===== src/rtl/surf_mem_arbiter_if.sv =====
// Requester and BRAM-side signals of the SURF image memory arbiter.
// slave = arbiter view, master = requesters/BRAM view.
interface surf_mem_arbiter_if #(
    parameter int ADDR_WIDTH = 17,
    parameter int DATA_WIDTH = 48
);
    logic                  ip_req;
    logic [ADDR_WIDTH-1:0] ip_addr;
    logic                  ip_gnt;
    logic [DATA_WIDTH-1:0] ip_rdata;
    logic                  ip_rvalid;

    logic                  ld_req;
    logic                  ld_we;
    logic [ADDR_WIDTH-1:0] ld_addr;
    logic [DATA_WIDTH-1:0] ld_wdata;
    logic                  ld_gnt;
    logic [DATA_WIDTH-1:0] ld_rdata;
    logic                  ld_rvalid;

    logic                  img_ena;
    logic                  img_wea;
    logic [ADDR_WIDTH-1:0] img_addra;
    logic [DATA_WIDTH-1:0] img_dina;
    logic [DATA_WIDTH-1:0] img_douta;

    modport slave (
        input  ip_req, ip_addr, ld_req, ld_we, ld_addr, ld_wdata, img_douta,
        output ip_gnt, ip_rdata, ip_rvalid, ld_gnt, ld_rdata, ld_rvalid,
               img_ena, img_wea, img_addra, img_dina
    );

    modport master (
        output ip_req, ip_addr, ld_req, ld_we, ld_addr, ld_wdata, img_douta,
        input  ip_gnt, ip_rdata, ip_rvalid, ld_gnt, ld_rdata, ld_rvalid,
               img_ena, img_wea, img_addra, img_dina
    );
endinterface


===== src/rtl/surf_mem_arbiter.sv =====
// IP/loader round-robin arbiter for the SURF image BRAM port; SURF_ARB_STATS_EN adds conflict/stall counters.
// Combinational grant, access registered next cycle, read data RD_LAT later; an ungranted requester holds its request.
module surf_mem_arbiter #(
    parameter int ADDR_WIDTH = 17,
    parameter int DATA_WIDTH = 48,
    parameter int RD_LAT     = 1,
    parameter int MAX_BURST  = 16
) (
    input  logic        clk,
    input  logic        rst,
`ifdef SURF_ARB_STATS_EN
    input  logic        stats_clr,
    output logic [15:0] conflict_cnt,
    output logic [15:0] ip_stall_cnt,
    output logic [15:0] ld_stall_cnt,
`endif
    surf_mem_arbiter_if.slave bus
);
    typedef enum logic {OWN_LD = 1'b0, OWN_IP = 1'b1} owner_e;
    localparam logic [7:0] BURST_LIMIT = 8'(MAX_BURST);

    owner_e     last_q, last_d;
    logic       streak_q, streak_d;
    logic [7:0] burst_q, burst_d;
    logic       gnt_ip, gnt_ld;
    logic       xfer, rd_xfer;

    logic                  img_ena_q, img_wea_q;
    logic [ADDR_WIDTH-1:0] img_addr_q;
    logic [DATA_WIDTH-1:0] img_din_q;
    logic [RD_LAT:0]       tag_vld, tag_ip;

    always_ff @(posedge clk) begin
        if (!rst) begin
            last_q   <= OWN_LD;
            streak_q <= 1'b0;
            burst_q  <= '0;
        end else begin
            last_q   <= last_d;
            streak_q <= streak_d;
            burst_q  <= burst_d;
        end
    end

    always_comb begin
        gnt_ip   = 1'b0;
        gnt_ld   = 1'b0;
        last_d   = last_q;
        streak_d = 1'b0;
        burst_d  = '0;
        if (rst) begin
            if (bus.ip_req && bus.ld_req) begin
                // Stay with the current owner only while its unbroken burst is under the limit.
                if (streak_q && (burst_q < BURST_LIMIT)) begin
                    gnt_ip = (last_q == OWN_IP);
                    gnt_ld = (last_q == OWN_LD);
                end else begin
                    gnt_ip = (last_q == OWN_LD);
                    gnt_ld = (last_q == OWN_IP);
                end
            end else begin
                gnt_ip = bus.ip_req;
                gnt_ld = bus.ld_req;
            end
        end
        if (gnt_ip || gnt_ld) begin
            last_d   = gnt_ip ? OWN_IP : OWN_LD;
            streak_d = 1'b1;
            if (streak_q && (last_d == last_q))
                burst_d = (burst_q == 8'hFF) ? burst_q : burst_q + 8'd1;
            else
                burst_d = 8'd1;
        end
    end

    assign xfer    = gnt_ip | gnt_ld;
    assign rd_xfer = gnt_ip | (gnt_ld & ~bus.ld_we);

    always_ff @(posedge clk) begin
        if (!rst) begin
            img_ena_q  <= 1'b0;
            img_wea_q  <= 1'b0;
            img_addr_q <= '0;
            img_din_q  <= '0;
        end else begin
            img_ena_q <= xfer;
            img_wea_q <= gnt_ld & bus.ld_we;
            if (xfer)
                img_addr_q <= gnt_ip ? bus.ip_addr : bus.ld_addr;
            if (gnt_ld && bus.ld_we)
                img_din_q <= bus.ld_wdata;
        end
    end

    // Stage k holds the read issued k+1 cycles ago; the last stage lines up with img_douta.
    always_ff @(posedge clk) begin
        if (!rst) begin
            tag_vld <= '0;
            tag_ip  <= '0;
        end else begin
            tag_vld <= {tag_vld[RD_LAT-1:0], rd_xfer};
            tag_ip  <= {tag_ip[RD_LAT-1:0], gnt_ip};
        end
    end

`ifdef SURF_ARB_STATS_EN
    always_ff @(posedge clk) begin
        if (!rst || stats_clr) begin
            conflict_cnt <= '0;
            ip_stall_cnt <= '0;
            ld_stall_cnt <= '0;
        end else begin
            if (bus.ip_req && bus.ld_req && (conflict_cnt != 16'hFFFF))
                conflict_cnt <= conflict_cnt + 16'd1;
            if (bus.ip_req && !gnt_ip && (ip_stall_cnt != 16'hFFFF))
                ip_stall_cnt <= ip_stall_cnt + 16'd1;
            if (bus.ld_req && !gnt_ld && (ld_stall_cnt != 16'hFFFF))
                ld_stall_cnt <= ld_stall_cnt + 16'd1;
        end
    end
`endif

    assign bus.ip_gnt    = gnt_ip;
    assign bus.ld_gnt    = gnt_ld;
    assign bus.img_ena   = img_ena_q;
    assign bus.img_wea   = img_wea_q;
    assign bus.img_addra = img_addr_q;
    assign bus.img_dina  = img_din_q;
    assign bus.ip_rdata  = bus.img_douta;
    assign bus.ld_rdata  = bus.img_douta;
    assign bus.ip_rvalid = tag_vld[RD_LAT] & tag_ip[RD_LAT];
    assign bus.ld_rvalid = tag_vld[RD_LAT] & ~tag_ip[RD_LAT];
endmodule


===== src/flat_wrapper.sv =====
// flat-port wrapper written by rule: the top's interface ports become plain ports
module surf_mem_arbiter_flat 
#(
    parameter int ADDR_WIDTH = 17,
    parameter int DATA_WIDTH = 48,
    parameter int RD_LAT     = 1,
    parameter int MAX_BURST  = 16
)
  (clk, rst, bus_ip_req, bus_ip_addr, bus_ld_req, bus_ld_we, bus_ld_addr, bus_ld_wdata, bus_img_douta, bus_ip_gnt, bus_ip_rdata, bus_ip_rvalid, bus_ld_gnt, bus_ld_rdata, bus_ld_rvalid, bus_img_ena, bus_img_wea, bus_img_addra, bus_img_dina);
  surf_mem_arbiter_if #(.ADDR_WIDTH(ADDR_WIDTH), .DATA_WIDTH(DATA_WIDTH)) bus_i ();
  input  logic clk;
  input  logic rst;
  input wire logic [$bits(bus_i.ip_req)-1:0] bus_ip_req;
  input wire logic [$bits(bus_i.ip_addr)-1:0] bus_ip_addr;
  input wire logic [$bits(bus_i.ld_req)-1:0] bus_ld_req;
  input wire logic [$bits(bus_i.ld_we)-1:0] bus_ld_we;
  input wire logic [$bits(bus_i.ld_addr)-1:0] bus_ld_addr;
  input wire logic [$bits(bus_i.ld_wdata)-1:0] bus_ld_wdata;
  input wire logic [$bits(bus_i.img_douta)-1:0] bus_img_douta;
  output wire logic [$bits(bus_i.ip_gnt)-1:0] bus_ip_gnt;
  output wire logic [$bits(bus_i.ip_rdata)-1:0] bus_ip_rdata;
  output wire logic [$bits(bus_i.ip_rvalid)-1:0] bus_ip_rvalid;
  output wire logic [$bits(bus_i.ld_gnt)-1:0] bus_ld_gnt;
  output wire logic [$bits(bus_i.ld_rdata)-1:0] bus_ld_rdata;
  output wire logic [$bits(bus_i.ld_rvalid)-1:0] bus_ld_rvalid;
  output wire logic [$bits(bus_i.img_ena)-1:0] bus_img_ena;
  output wire logic [$bits(bus_i.img_wea)-1:0] bus_img_wea;
  output wire logic [$bits(bus_i.img_addra)-1:0] bus_img_addra;
  output wire logic [$bits(bus_i.img_dina)-1:0] bus_img_dina;
  assign bus_i.ip_req = bus_ip_req;
  assign bus_i.ip_addr = bus_ip_addr;
  assign bus_i.ld_req = bus_ld_req;
  assign bus_i.ld_we = bus_ld_we;
  assign bus_i.ld_addr = bus_ld_addr;
  assign bus_i.ld_wdata = bus_ld_wdata;
  assign bus_i.img_douta = bus_img_douta;
  assign bus_ip_gnt = bus_i.ip_gnt;
  assign bus_ip_rdata = bus_i.ip_rdata;
  assign bus_ip_rvalid = bus_i.ip_rvalid;
  assign bus_ld_gnt = bus_i.ld_gnt;
  assign bus_ld_rdata = bus_i.ld_rdata;
  assign bus_ld_rvalid = bus_i.ld_rvalid;
  assign bus_img_ena = bus_i.img_ena;
  assign bus_img_wea = bus_i.img_wea;
  assign bus_img_addra = bus_i.img_addra;
  assign bus_img_dina = bus_i.img_dina;
  surf_mem_arbiter #(.ADDR_WIDTH(ADDR_WIDTH), .DATA_WIDTH(DATA_WIDTH), .RD_LAT(RD_LAT), .MAX_BURST(MAX_BURST)) u_core (.clk(clk), .rst(rst), .bus(bus_i));
endmodule

===== config.mk =====
export PLATFORM = sky130hd
export DESIGN_NAME = surf_mem_arbiter_flat
export DESIGN_NICKNAME = d
export VERILOG_FILES = /design/src/rtl/surf_mem_arbiter_if.sv /design/src/rtl/surf_mem_arbiter.sv /design/src/flat_wrapper.sv
export SDC_FILE = /design/constraint.sdc
export NUM_CORES = 1
export LEC_CHECK = 0
export CORE_ASPECT_RATIO = 1.5
export CORE_MARGIN = 3
export CORE_UTILIZATION = 31
export CTS_CLUSTER_SIZE = 40
export DETAILED_ROUTE_END_ITERATION = 7
export GPL_ROUTABILITY_DRIVEN = 0
export PLACE_DENSITY = 0.76
export SLEW_MARGIN = 40
export SYNTH_ARGS = -nofsm -noshare
export SYNTH_HDL_FRONTEND = slang
export SYNTH_SLANG_ARGS = --single-unit

===== constraint.sdc =====
create_clock -name clk -period 4.4 [get_ports clk]
set_input_delay 1.32 -clock clk [delete_from_list [all_inputs] [get_ports clk]]
set_output_delay 1.32 -clock clk [all_outputs]
set_load 0.005 [all_outputs]

==> results of run 1 <==
## power by group through the flow
stage               combinational, mW  sequential [mW]  clock [mW]
global route                    0.295            0.796       0.766
CTS                             0.277            0.792       0.733
global placement                0.270            0.806           0
finish                          0.273            0.791       0.709
detailed placement              0.276            0.807           0
floorplan                       0.159            0.805           0
## path summary, 6_finish.rpt
| path | from | end | slack [ps] | cells past startpoint |
|---|---|---|---|---|
| max | bus_ip_req | bus_ip_gnt | 140 | 5 |
| min | u_core.tag_ip[0] | u_core.tag_ip[1] | 440 | 1 |
| max reg2reg | u_core.burst_q[7] | u_core.bus.img_dina[38] | 2490 | 6 |
| min reg2reg | u_core.tag_ip[0] | u_core.tag_ip[1] | 440 | 1 |
## per-stage QoR
step | cell area, um2 | hold WS (ps)
final | 5380 | 437
after global routing | 5370 | 450
after CTS | 5370 | 444
after detailed placement | 5080 | 427
after global placement | 5080 | 415
after floorplan | 4040 | 412
## placed cells by master (no fill, tap or decap), types with 2 or more instances in the layout
cell type and instances:
or3_1 2, a221o_1 16, clkbuf_16 9, xor2_1 3, nand2_1 53, o21ai_0 8, nor2_1 7, buf_4 7
clkdlybuf4s50_1 155, nor3_4 2, mux2i_1 53, diode_2 2, and2_1 20, o311a_1 3, buf_12 2, nand3_1 5
nand2b_1 3, o211ai_1 2, nor2b_1 2, clkbuf_8 2, clkinvlp_4 2, dfxtp_1 80, a21oi_1 2, inv_1 53
nor3_1 5
## sequential cells by signal (all words and copies together), names as in the netlist
register and flops:
u_core.last_q 1, u_core.burst_q 8, u_core.tag_vld 2, u_core.streak_q 1, u_core.bus.img_dina 48, u_core.bus.img_wea 1
u_core.tag_ip 2, u_core.bus.img_addra 17
## repair_timing
item | 4_1_cts | 5_1_grt
gates resized for setup | 2 | 0
hold endpoints to repair | 0 | 0
setup endpoints to repair | 1 | 0
hold buffers | 0 | 0
## metal layers
metal	GRT usage [%]	vias up	routed length, um	part of all wire [%]
li1	-	1503	-	-
met1	13.8	1450	3630	31
met2	27.0	165	5770	49
met3	8.49	81	1500	13
met4	12.5	6	924	7.8
met5	0	-	48	0.40
## cell type report
class | count | area [um2]
Clock inverter | 4 | 28.8
Sequential cell | 80 | 1600
Fill cell | 1221 | 7260
Multi-Input combinational cell | 203 | 1420
Tap cell | 156 | 195
Antenna cell | 2 | 5.00
Clock buffer | 12 | 256
Inverter | 53 | 199
Timing Repair Buffer | 167 | 1670
## cell families (layout without fill, tap and decap cells)
group	count (synthesis)	count (layout)
other	0	2
AND/OR/NAND/NOR	105	105
flip-flops	80	80
XOR/XNOR	3	3
multiplexers	53	53
AO/OA/AOI/OAI	41	41
adder cells (fa/ha/maj)	1	1
buffers and inverters	167	236
## worst reg2reg max path, stage by stage, from the launching register on
cell     delay [ps]
dfxtp_1         380
nor3_4          290
mux2i_1         150
buf_4           160
nor3_4          200
buf_12          350
mux2i_1         290
==> impl_results.md, run 1 <==
- Sequential share of power: 44.6%
- Initial Util: 32.0%
- Worst skew pair latency: around 330 ps
- CTS tree: yes
- Largest area contributor in the netlist: dfxtp_1
- Min-Delay Path Class: reg -> reg
- Top Family by Delay on Critical Path: buffers and inverters
- Initial DRC count: 73
- Setup Total Neg Slack: 0 ps
- Power Dens Cells: between 300 and 400 mW/mm2
- Largest net degree at the start of global routing: 50
- Die X-Extent: around 99 um
- Mapped Avg Cell Area: 8.98 um2
- Antenna violations before repair: 3
- Least-Margin Pin Slew: 828 ps
- Via count: ~3.2k
- P&R area growth vs syn: 33.1%
- Post-synthesis compound-gate area fraction: between 8 and 9%
- Vias in the first global route: 3293
- TritonCTS buffer count: 9
- Antenna Nets Post-Route: 0
- Most frequent cell after synthesis: buf_4
- All-Layer GR Usage: 16.0%
- Peak supply drop: 163 uV
- WP data required: 3080 ps
- Tcrit/Tclk final: 96.9%
- Unrepaired setup endpoints after global routing: false
- H-Tree Depth: 3
- Setup crit end kind: output pin
- CP cell instances: clkdlybuf4s50_1 > and2_1 > o311a_1 > buf_12 > clkdlybuf4s50_1
- Fin crit period: roughly 4300 ps
- Final setup viols: 0
- WL per Instance: about 18 um
- CP Buf/Inv Count: 3
- Bufs on Longest Clock Path: 2
- Final Max Tran Viols: 0
- Placed insts: 659
- Psw: 0.416 mW
- Proportion of layout cells with a drive suffix above 1: around 5.6%
- Clk slew on worst S/H paths: 60 ps
- I/O Buffers: 157
- Max Freq: 235 MHz
- Combinational power share: 15.4%
- DRC violations left: 0
- Post-synthesis instance area: just over 0.004 mm2
- Slew headroom: between 40% and 50%
- Synth area leaders: dfxtp_1 40%, buf_4 19%, mux2i_1 13%, inv_1 4.9%, nand2_1 4.9%
- Fin. Hold Viols: 0
- EDFF count, synth: 0
- Cells after Synth: 450
- Fin cells: 677
- Place WS: -16.8 ps
- I/O pins: 302
- Status: finished, final reports clean
- Wire length of the first global-routing pass: 17.8 mm
- WL final: between 10 and 15 mm
- # Post-CTS Setup Buffers: 0
- Final Util: 42.5%
- Critical path class: in -> out
- P_leak: 2.16 nW
- Sequential area share after synthesis: about 40%
- 1st-pass router iterations: 5
- # nets final: 650
- Post-synthesis xor/xnor area fraction: 0.650%
- Top-area cell type share of the netlist area: 39.6%
- Switching power share of the total: 23.5%
- Core ar.: 0.0126 mm2
- Synth unique cells: 40
- Critical Path Start Type: input port
- Int Power: 1.36 mW
- WP data arrival: 2940 ps
- Synth Area in Adders: 0.310%
- Setup slack after layout: 136 ps
- Vias per cell: 4.73
- Syn nets: 586
- Final Power: 1.77 mW
- Post-synthesis register bit count: 80
- Synthesis Warnings: 0
- List of most frequent post-synthesis cells: 100 x buf_4, 80 x dfxtp_1, 53 x inv_1, 53 x mux2i_1, 53 x nand2_1
- Dpl hpwl: 9.61 mm
- Share of synthesized area spent on multiplexers: 13.1%
- Final Skew: just over 10 ps
- Clock power share: ~40%
- Die H: 146 um
- Clk sinks: 80
- Full die area: 0.0145 mm2
- GR Overflow Total: 0
- Crit-path max FO: 12
- Ys flop type: dfxtp_1
- Asr flop ratio synth: 0%
- Crit-path max cell delay: around 540 ps
- CP most frequent cell: clkdlybuf4s50_1
- Max_cap viols: 0
- Root Buffer Master: clkbuf_16
- Synthesized-area fraction occupied by and/or/nand/nor cells: between 10% and 20%
- FP Rows: 50
- Slowest cell on crit path: clkdlybuf4s50_1
- Main combinational cell family by area after synthesis: buffers and inverters
Power figures use the tool's default switching activity.
==> run 2, diff against run 1 <==
--- a/config.mk
+++ b/config.mk
@@ -5,6 +5,7 @@
 export SDC_FILE = /design/constraint.sdc
 export NUM_CORES = 1
 export LEC_CHECK = 0
+export CAP_MARGIN = 20
 export CORE_ASPECT_RATIO = 1.5
 export CORE_MARGIN = 3
 export CORE_UTILIZATION = 31
==> results of run 2 <==
Same layout as run 1: the final DEF is identical, and so are final timing and power.
==> run 3, diff against run 2 <==
--- a/config.mk
+++ b/config.mk
@@ -5,9 +5,8 @@
 export SDC_FILE = /design/constraint.sdc
 export NUM_CORES = 1
 export LEC_CHECK = 0
+export ABC_CLOCK_PERIOD_IN_PS = 4400
 export CAP_MARGIN = 20
-export CORE_ASPECT_RATIO = 1.5
-export CORE_MARGIN = 3
 export CORE_UTILIZATION = 31
 export CTS_CLUSTER_SIZE = 40
 export DETAILED_ROUTE_END_ITERATION = 7
==> run 3 against run 2 <==
Net effect:
- flip-flop and latch count is the same
- total power up 3.6%
- critical endpoint is now bus_ld_gnt
- combinational power shrank 3%
- sequential power is essentially flat
==> impl_results.md, run 3 (synthesized netlist as in run 1, its figures left out) <==
- Setup Total Neg Slack: 0 ps (unchanged)
- Tcrit/Tclk final: 97.4% (was 96.9%)
- Initial DRC count: 124 (was 73)
- Root Buffer Master: clkbuf_16 (unchanged)
- Vias per cell: 4.43 (was 4.73)
- Proportion of layout cells with a drive suffix above 1: 5.05% (was 5.59%)
- Power Dens Cells: 342 mW/mm2 (was 330 mW/mm2)
- # nets final: 646 (was 650)
- Most frequent cells in the layout: 156 x clkdlybuf4s50_1, 80 x dfxtp_1, 53 x inv_1, 53 x mux2i_1, 53 x nand2_1 (was 155 x clkdlybuf4s50_1, 80 x dfxtp_1, 53 x inv_1, 53 x mux2i_1, 53 x nand2_1)
- Wire length of the first global-routing pass: 14.8 mm (was 17.8 mm)
- Fin crit period: 4280 ps (was 4260 ps)
- CTS tree: yes (unchanged)
- Clk slew on worst S/H paths: 50 ps (was 60 ps)
- Worst skew pair latency: 340 ps (was 330 ps)
- Least-Margin Pin Slew: 623 ps (was 828 ps)
- Number of hold buffers added after cts: 0 (unchanged)
- Worst hold slack: 435 ps (was 437 ps)
- Antenna violations before repair: 0 (was 3)
- Final Power: 1.84 mW (was 1.77 mW)
- Core ar.: 0.0127 mm2 (was 0.0126 mm2)
- Final Max Tran Viols: 0 (unchanged)
- GR Overflow Total: 0 (unchanged)
- R2R Path Start: u_core.burst_q[7] (unchanged)
- Unrepaired setup endpoints after global routing: false (unchanged)
- Most common cell after layout, fill and taps aside: clkdlybuf4s50_1 (unchanged)
- Via count: 3043 (was 3205)
- # Post-CTS Setup Buffers: 0 (unchanged)
- Full die area: 0.0135 mm2 (was 0.0145 mm2)
- Crit-path max FO: 9 (was 12)
- TritonCTS buffer count: 9 (unchanged)
- Crit path from: bus_ip_req (unchanged)
- P&R area growth vs syn: 33.1% (unchanged)
- I/O pins: 302 (unchanged)
- Critical path class: in -> out (unchanged)
- WP data arrival: 2960 ps (was 2940 ps)
- P_leak: 2.16 nW (about the same)
- DRC violations left: 0 (unchanged)
- Final Skew: 6.70 ps (was 10.3 ps)
- Antenna Nets Post-Route: 0 (unchanged)
- WL final: 9.69 mm (was 11.9 mm)
- Resize count post-CTS: 0 (was 2)
- Critical Path Start Type: input port (unchanged)
- Peak supply drop: 149 uV (was 163 uV)
- FP Rows: 41 (was 50)
- Vias in the first global route: 3086 (was 3293)
- Initial Util: 31.9% (was 32.0%)
- I/O Buffers: 157 (unchanged)
- Fin. Hold Viols: 0 (unchanged)
- Max Freq: 233 MHz (was 235 MHz)
- Die X-Extent: 116 um (was 99.2 um)
- Clk sinks: 80 (unchanged)
- Largest net degree at the start of global routing: 50 (unchanged)
- WL per Instance: 14.1 um (was 17.5 um)
- Setup crit end kind: output pin (unchanged)
- H-Tree Depth: 3 (unchanged)
- All-Layer GR Usage: 14.5% (was 16.0%)
- Max_cap viols: 0 (unchanged)
- Die H: 116 um (was 146 um)
- WP data required: 3080 ps (about the same)
- 1st-pass router iterations: 4 (was 5)
- Max reg flops: 48 (unchanged)
- Slew headroom: 58.5% (was 44.6%)
- Min-Delay Path Class: reg -> reg (unchanged)
- Bufs on Longest Clock Path: 2 (unchanged)
- Status: finished, final reports clean (unchanged)
- Antenna diode count: 0 (was 2)
- HP Start: u_core.tag_ip[0] (unchanged)
- Final setup viols: 0 (unchanged)
- Dpl hpwl: 7.22 mm (was 9.61 mm)
-- run 3: cell types whose count changed in the layout (fill, tap and decap cells not counted), moves of 2 or more --
cell	delta
clkbuf_8	-2
buf_4	-2
bufinv_16	+2
clkinvlp_4	-2
diode_2	-2
clkinv_2	+2
-- run 3: power breakdown --
group / internal [mW] / total, mW / switching (mW)
combinational: 0.174 / 0.264 / 0.0904
sequential: 0.767 / 0.791 / 0.0238
clock: 0.495 / 0.783 / 0.289
-- run 3: final timing paths --
kind	end	slack [ps]	cells past startpoint
min	u_core.tag_ip[1]	440	1
max	bus_ld_gnt	120	5
min reg2reg	u_core.tag_ip[1]	440	1
max reg2reg	u_core.bus.img_addra[3]	2580	5
-- run 3: metrics by stage --
stage	setup slack, ps	cell area, um2	cells	util [%]
6_report	116	5380	687	42.4
5_1_grt	19.4	5380	687	42.4
4_1_cts	125	5370	687	42.4
3_5_place_dp	131	5060	671	39.9
3_3_place_gp	138	5060	671	39.9
2_1_floorplan	813	4040	450	-
-- run 3: critical path, cell delays in order --
cell and delay, ps:
clkdlybuf4s50_1 610, nand4b_1 130, mux2i_1 330, nor2_2 90
clkdlybuf4s50_1 480
-- run 3: area by class of cell --
class / instances / area [um2]
inverters: 53 / 199
flip-flops and latches: 80 / 1600
clock inverters: 6 / 83.8
well taps: 172 / 215
fillers: 1245 / 7290
multi-input cells: 203 / 1420
clock buffers: 10 / 229
repair buffers: 163 / 1620
-- run 3: per-layer routing --
| layer | wire length (um) | track usage, % |
|---|---|---|
| met1 | 3580 | 14.1 |
| met2 | 4570 | 24.0 |
| met3 | 822 | 5.03 |
| met4 | 714 | 13.9 |
| met5 | 0 | 0 |
